## src/rtl/inst_encoder.sv

```systemverilog
// inst_encoder: packs RV32I fields into an instruction word and streams it
// to the instruction-memory write port at sequential word addresses.
// Optional INST_ENC_RANGE_CHECK_EN: drop requests whose immediate does not fit.
module inst_encoder #(
  parameter int ADDR_W    = 12,
  parameter int BASE_ADDR = 0
) (
  input  logic              clk,
  input  logic              rst,
  input  logic              clear,
  input  logic              in_valid,
  output logic              in_ready,
  input  logic [4:0]        op_sel,
  input  logic [4:0]        rd_addr,
  input  logic [4:0]        rs1_addr,
  input  logic [4:0]        rs2_addr,
  input  logic [31:0]       imm,
  output logic              wr_valid,
  input  logic              wr_ready,
  output logic [31:0]       wr_data,
  output logic [ADDR_W-1:0] wr_addr,
  output logic [15:0]       word_cnt,
  output logic              err,
  output logic [7:0]        err_cnt
);

  localparam logic [ADDR_W-1:0] LP_BASE = ADDR_W'(BASE_ADDR);
  localparam logic [ADDR_W-1:0] LP_STEP = ADDR_W'(4);

  localparam logic [6:0] OPC_LOAD  = 7'b0000011;
  localparam logic [6:0] OPC_STORE = 7'b0100011;
  localparam logic [6:0] OPC_OP    = 7'b0110011;
  localparam logic [6:0] OPC_OPIMM = 7'b0010011;
  localparam logic [6:0] OPC_BR    = 7'b1100011;
  localparam logic [6:0] OPC_JAL   = 7'b1101111;
  localparam logic [6:0] OPC_JALR  = 7'b1100111;
  localparam logic [6:0] OPC_LUI   = 7'b0110111;
  localparam logic [6:0] OPC_AUIPC = 7'b0010111;
  localparam logic [6:0] F7_ALT    = 7'b0100000;

  typedef enum logic [2:0] {
    F_R, F_I, F_H, F_S, F_B, F_J, F_U
  } fmt_e;

  typedef enum logic {ST_EMPTY, ST_FULL} state_e;

  fmt_e        w_fmt;
  logic [6:0]  w_opc;
  logic [2:0]  w_f3;
  logic [6:0]  w_f7;
  logic        w_illegal;
  logic [31:0] w_inst;
  logic        w_range_ok;
  logic        w_accept;
  logic        w_load;
  logic        w_drop;
  logic        w_drain;
  state_e      r_state;
  state_e      w_state_nxt;
  logic [31:0] r_data;
  logic [ADDR_W-1:0] r_addr;
  logic [15:0] r_word_cnt;
  logic        r_err;
  logic [7:0]  r_err_cnt;

  // Decode op_sel into instruction format, opcode and function fields
  always_comb begin
    w_fmt     = F_R;
    w_opc     = 7'd0;
    w_f3      = 3'd0;
    w_f7      = 7'd0;
    w_illegal = 1'b0;
    case (op_sel)
      5'd0:  begin w_fmt = F_I; w_opc = OPC_LOAD;  w_f3 = 3'd2; end
      5'd1:  begin w_fmt = F_S; w_opc = OPC_STORE; w_f3 = 3'd2; end
      5'd2:  begin w_fmt = F_R; w_opc = OPC_OP;    w_f3 = 3'd0; end
      5'd3:  begin w_fmt = F_I; w_opc = OPC_OPIMM; w_f3 = 3'd0; end
      5'd4:  begin w_fmt = F_R; w_opc = OPC_OP;    w_f3 = 3'd0; w_f7 = F7_ALT; end
      5'd5:  begin w_fmt = F_R; w_opc = OPC_OP;    w_f3 = 3'd7; end
      5'd6:  begin w_fmt = F_R; w_opc = OPC_OP;    w_f3 = 3'd6; end
      5'd7:  begin w_fmt = F_R; w_opc = OPC_OP;    w_f3 = 3'd4; end
      5'd8:  begin w_fmt = F_I; w_opc = OPC_OPIMM; w_f3 = 3'd7; end
      5'd9:  begin w_fmt = F_I; w_opc = OPC_OPIMM; w_f3 = 3'd6; end
      5'd10: begin w_fmt = F_I; w_opc = OPC_OPIMM; w_f3 = 3'd4; end
      5'd11: begin w_fmt = F_R; w_opc = OPC_OP;    w_f3 = 3'd1; end
      5'd12: begin w_fmt = F_R; w_opc = OPC_OP;    w_f3 = 3'd5; end
      5'd13: begin w_fmt = F_R; w_opc = OPC_OP;    w_f3 = 3'd5; w_f7 = F7_ALT; end
      5'd14: begin w_fmt = F_H; w_opc = OPC_OPIMM; w_f3 = 3'd1; end
      5'd15: begin w_fmt = F_H; w_opc = OPC_OPIMM; w_f3 = 3'd5; end
      5'd16: begin w_fmt = F_H; w_opc = OPC_OPIMM; w_f3 = 3'd5; w_f7 = F7_ALT; end
      5'd17: begin w_fmt = F_R; w_opc = OPC_OP;    w_f3 = 3'd2; end
      5'd18: begin w_fmt = F_R; w_opc = OPC_OP;    w_f3 = 3'd3; end
      5'd19: begin w_fmt = F_I; w_opc = OPC_OPIMM; w_f3 = 3'd2; end
      5'd20: begin w_fmt = F_I; w_opc = OPC_OPIMM; w_f3 = 3'd3; end
      5'd21: begin w_fmt = F_B; w_opc = OPC_BR;    w_f3 = 3'd0; end
      5'd22: begin w_fmt = F_B; w_opc = OPC_BR;    w_f3 = 3'd1; end
      5'd23: begin w_fmt = F_B; w_opc = OPC_BR;    w_f3 = 3'd4; end
      5'd24: begin w_fmt = F_B; w_opc = OPC_BR;    w_f3 = 3'd5; end
      5'd25: begin w_fmt = F_B; w_opc = OPC_BR;    w_f3 = 3'd6; end
      5'd26: begin w_fmt = F_B; w_opc = OPC_BR;    w_f3 = 3'd7; end
      5'd27: begin w_fmt = F_J; w_opc = OPC_JAL; end
      5'd28: begin w_fmt = F_I; w_opc = OPC_JALR;  w_f3 = 3'd0; end
      5'd29: begin w_fmt = F_U; w_opc = OPC_LUI; end
      5'd30: begin w_fmt = F_U; w_opc = OPC_AUIPC; end
      default: w_illegal = 1'b1;
    endcase
  end

  // Scatter the immediate and register fields into the instruction word
  always_comb begin
    w_inst = 32'd0;
    case (w_fmt)
      F_R: w_inst = {w_f7, rs2_addr, rs1_addr, w_f3, rd_addr, w_opc};
      F_I: w_inst = {imm[11:0], rs1_addr, w_f3, rd_addr, w_opc};
      F_H: w_inst = {w_f7, imm[4:0], rs1_addr, w_f3, rd_addr, w_opc};
      F_S: w_inst = {imm[11:5], rs2_addr, rs1_addr, w_f3,
                     imm[4:0], w_opc};
      F_B: w_inst = {imm[12], imm[10:5], rs2_addr, rs1_addr, w_f3,
                     imm[4:1], imm[11], w_opc};
      F_J: w_inst = {imm[20], imm[10:1], imm[11], imm[19:12],
                     rd_addr, w_opc};
      F_U: w_inst = {imm[31:12], rd_addr, w_opc};
      default: w_inst = 32'd0;
    endcase
  end

`ifdef INST_ENC_RANGE_CHECK_EN
  // Immediate must be representable in the chosen format
  always_comb begin
    w_range_ok = 1'b1;
    case (w_fmt)
      F_I, F_S: w_range_ok = (&imm[31:11]) | ~(|imm[31:11]);
      F_B: w_range_ok = !imm[0] & ((&imm[31:12]) | ~(|imm[31:12]));
      F_J: w_range_ok = !imm[0] & ((&imm[31:20]) | ~(|imm[31:20]));
      F_U: w_range_ok = ~(|imm[11:0]);
      F_H: w_range_ok = ~(|imm[31:5]);
      default: w_range_ok = 1'b1;
    endcase
  end
`else
  logic w_unused_imm0;
  assign w_unused_imm0 = imm[0];
  assign w_range_ok    = 1'b1;
`endif

  assign w_accept = in_valid & in_ready;
  assign w_drain  = wr_valid & wr_ready;
  assign w_load   = w_accept & !clear & !w_illegal & w_range_ok;
  assign w_drop   = w_accept & !clear & (w_illegal | !w_range_ok);

  // Output-stage state register; clear empties it
  always_ff @(posedge clk or posedge rst) begin
    if (rst)        r_state <= ST_EMPTY;
    else if (clear) r_state <= ST_EMPTY;
    else            r_state <= w_state_nxt;
  end

  // Next state: fill on load, empty on drain without a refill
  always_comb begin
    w_state_nxt = r_state;
    case (r_state)
      ST_EMPTY: if (w_load) w_state_nxt = ST_FULL;
      ST_FULL:  if (w_drain && !w_load) w_state_nxt = ST_EMPTY;
      default:  w_state_nxt = ST_EMPTY;
    endcase
  end

  // Handshake outputs derived from the stage state
  always_comb begin
    wr_valid = (r_state == ST_FULL);
    in_ready = !wr_valid || wr_ready;
  end

  // Held instruction word
  always_ff @(posedge clk or posedge rst) begin
    if (rst)         r_data <= 32'd0;
    else if (clear)  r_data <= 32'd0;
    else if (w_load) r_data <= w_inst;
  end

  // Word address and write counter advance on every write handshake
  always_ff @(posedge clk or posedge rst) begin
    if (rst) begin
      r_addr     <= LP_BASE;
      r_word_cnt <= 16'd0;
    end else if (clear) begin
      r_addr     <= LP_BASE;
      r_word_cnt <= 16'd0;
    end else if (w_drain) begin
      r_addr     <= r_addr + LP_STEP;
      r_word_cnt <= r_word_cnt + 16'd1;
    end
  end

  // Sticky error flag and saturating drop counter
  always_ff @(posedge clk or posedge rst) begin
    if (rst) begin
      r_err     <= 1'b0;
      r_err_cnt <= 8'd0;
    end else if (clear) begin
      r_err     <= 1'b0;
      r_err_cnt <= 8'd0;
    end else if (w_drop) begin
      r_err     <= 1'b1;
      if (r_err_cnt != 8'hFF) r_err_cnt <= r_err_cnt + 8'd1;
    end
  end

  assign wr_data  = r_data;
  assign wr_addr  = r_addr;
  assign word_cnt = r_word_cnt;
  assign err      = r_err;
  assign err_cnt  = r_err_cnt;

endmodule

```

## config.mk

```make
export PLATFORM = sky130hd
export DESIGN_NAME = inst_encoder
export DESIGN_NICKNAME = d
export VERILOG_FILES = /design/src/rtl/inst_encoder.sv
export SDC_FILE = /design/constraint.sdc
export NUM_CORES = 1
export LEC_CHECK = 0
export BUFFER_PORTS_ARGS = -buffer_cell sky130_fd_sc_hd__buf_2
export CELL_PAD_IN_SITES_DETAIL_PLACEMENT = 1
export CELL_PAD_IN_SITES_GLOBAL_PLACEMENT = 2
export CORE_MARGIN = 10
export CORE_UTILIZATION = 30
export CTS_BUF_LIST = sky130_fd_sc_hd__clkbuf_8
export CTS_CLUSTER_SIZE = 10
export DETAILED_ROUTE_END_ITERATION = 10
export GPL_TIMING_DRIVEN = 0
export PLACE_DENSITY = 0.9
export SLEW_MARGIN = 20
export SYNTH_ARGS = -nofsm -noshare
export SYNTH_HDL_FRONTEND = slang
export SYNTH_SLANG_ARGS = --single-unit
```

## constraint.sdc

```tcl
create_clock -name clk -period 3.1 [get_ports clk]
set_clock_uncertainty 0.05 [all_clocks]
set_input_delay 0.62 -clock clk [delete_from_list [all_inputs] [get_ports clk]]
set_output_delay 0.62 -clock clk [all_outputs]
set_load 0.03 [all_outputs]
```

==> metrics.yaml <==
wl_per_cell_um: 19.1
cts_tree: "yes"
outcome: "completed"
timing.final.hold_violations: 0
cts_buffer_depth: 2
crit_path_frequent_cell: "buf_2"
cts_setup_buffers: 0
synth-edff-count: 0
place_hpwl_um: 11200
gr-total-overflow: 0
yosys.cell_types.count: 57
hold_ws_ps: 149
grt_pass1_wl_um: 22700
fillCellCount: 1550
nets: 629
start_util_pct: 30.7
insertion_delay_ps: 350
fin_crit_sh_pct: 75.8
r2r_cells: 7
syn-cell-area_um2: 3870
slew_headroom_pct: 47.1
rsz0062_at_grt: "false"
synthCells: 434
critPathBufInv: 4
die_w_um: 134
r2r-end: "wr_data[2]$_DFFE_PP0P_"
first_pass_iters: 4
post_route_cells_drive_above_1_share_pct: 28.2
cp.arrival_ps: 2540
grt_usage_pct: 15.8
drt-total-wl_um: 14300
globalplace.congestion: 0.895
timing.fmax_mhz: 426
period_needed_ps: 2350
initialDrtViolationCount: 238
avgViaCountPerCell: 5.23
slowest_stage: "clkbuf_1"
drtAntennaViolNets: 0
design.core.area_um2: 12600
post-route-drc-count: 0
grt_max_degree: 51
setup_viol: 0
cp_top_family: "buffers and inverters"
crit_path_max_fanout: 10
total_power_w: 0.00208
cts-resized-gates: 0
worstHoldPathType: "in -> async"
power.leakage_nw: 2.38
place_ws_ps: 326
tightest_slew_ps: 786
ir_drop_v: 0.000189
io_buffers: 122
power_density_nw_per_um2: 422
grt_pass1_vias: 4213
drv_cap: 0
die-area_um2: 17900
area_delta_synth_final_pct: 27.0
synthFlopType: "dfrtp_1"
path_cells: "clkbuf_1 -> clkinv_1 -> o2111ai_1 -> buf_2 -> buf_2 -> nand3_1 -> o41ai_1"
ctsHoldBuffers: 0
final_cell_mix: "buf_2 (131), dfrtp_1 (67), nor2_1 (40)"
fp.dieH_um: 134
cts_sinks: 67
final_common_cell: "buf_2"
synth_seq_cells: 67
root_buffer: "clkbuf_8"
worstSetupPathType: "in -> reg"
ys_seq_area_share_pct: 43.3
clkSlewWorstSetupHoldPaths_ps: 70
grt_antenna_before_repair: 1
r2r_slack_ps: 940
cts_made_buffers: 9
cp-end-kind: "flip-flop"
dr_total_vias: 3905
h-tree-depth: 3
ys_warn_count: 0
final-max-slew-violation-count: 0
ioPinCount: 128
worst_slack_ps: 751
num_rows: 41
max_stage_delay_ps: 400
postLayoutCoreUtil_pct: 39.0
timing.rr.start: "wr_valid$_DFF_PP0_"
postSynthAreaPerCell_um2: 8.93
startpoint_type: "primary input"
async_flop_share_pct: 100
required_ps: 3290
[power by group]
| group | switching [W] | internal (W) |
|---|---|---|
| registers | 0.0000225 | 0.000910 |
| clock network | 0.000346 | 0.000363 |
| logic | 0.000295 | 0.000140 |
[layout make-up]
cell class                      instances  area (µm²)  share of cell area (%)
Sequential cell                        67        1680                    34.1
Timing Repair Buffer                  123         638                    13.0
Inverter                               11        43.8                   0.890
Clock inverter                          7        61.3                    1.25
Buffer                                 33         161                    3.28
Antenna cell                            1        2.50                  0.0509
Clock buffer                            9         124                    2.52
Tap cell                              172         215                    4.37
Multi-Input combinational cell        324        2000                    40.6
[worst max path at each step]
| stage | startpoint | to | depth (start not counted) |
|---|---|---|---|
| floorplan | rst | err$_DFFE_PP0P_ | 1 |
| global placement | rst | wr_data[14]$_DFFE_PP0P_ | 2 |
| detailed placement | clear | wr_data[2]$_DFFE_PP0P_ | 7 |
| CTS | clear | wr_data[2]$_DFFE_PP0P_ | 7 |
| global route | clear | wr_data[2]$_DFFE_PP0P_ | 7 |
| finish | clear | wr_data[2]$_DFFE_PP0P_ | 7 |
[flip-flops by register name, summed over array words and instances (netlist names)]
register and count:
err_cnt 8, wr_valid 1, wr_addr 10, err 1
wr_data 31, word_cnt 16
[cells by family (layout without fill, tap and decap cells)]
kind of cell	after synthesis	in the layout	synth area share, %
AND/OR/NAND/NOR	170	170	22.4
AO/OA/AOI/OAI	111	111	19.2
buffers and inverters	44	183	5.23
multiplexers	10	10	2.58
XOR/XNOR	28	28	6.33
other	1	3	0.0968
flip-flops	67	67	43.3
adder cells (fa/ha/maj)	3	3	0.969
[worst register-to-register path, stage by stage (launching register included)]
cell and delay [ps]:
dfrtp_1 400, nor2b_1 330, inv_1 130, o2111ai_1 280, buf_2 360, buf_2 300
nand3_1 110, o41ai_1 90
[cell usage after synthesis, types with 10 or more instances]
cell      number  area (µm²)
nand2_1       38         143
o21ai_0       37         185
xnor2_1       11        96.3
and3_1        11        68.8
mux2i_1       10         100
dfrtp_1       67        1680
nor2_1        40         150
clkbuf_1      15        56.3
nand3_1       32         160
a21oi_1       18        90.1
xor2_1        17         149
[layer usage]
metal  up-vias  share of wire (%)  GRT usage [%]
met3        24                5.2           3.23
met2       102                 51           27.6
met1      1947                 41           18.1
li1       1832                  -              -
met5         -                  0              0
met4         0                2.4           6.95
[stage by stage]
stage               TNS (ps)  std cells  cell area, µm²
floorplan                  0        435            3880
global placement      -10070        729            4700
detailed placement         0        730            4730
CTS                        0        746            4920
global route               0        747            4920
finish                     0        747            4920
Power figures use the tool's default switching activity.
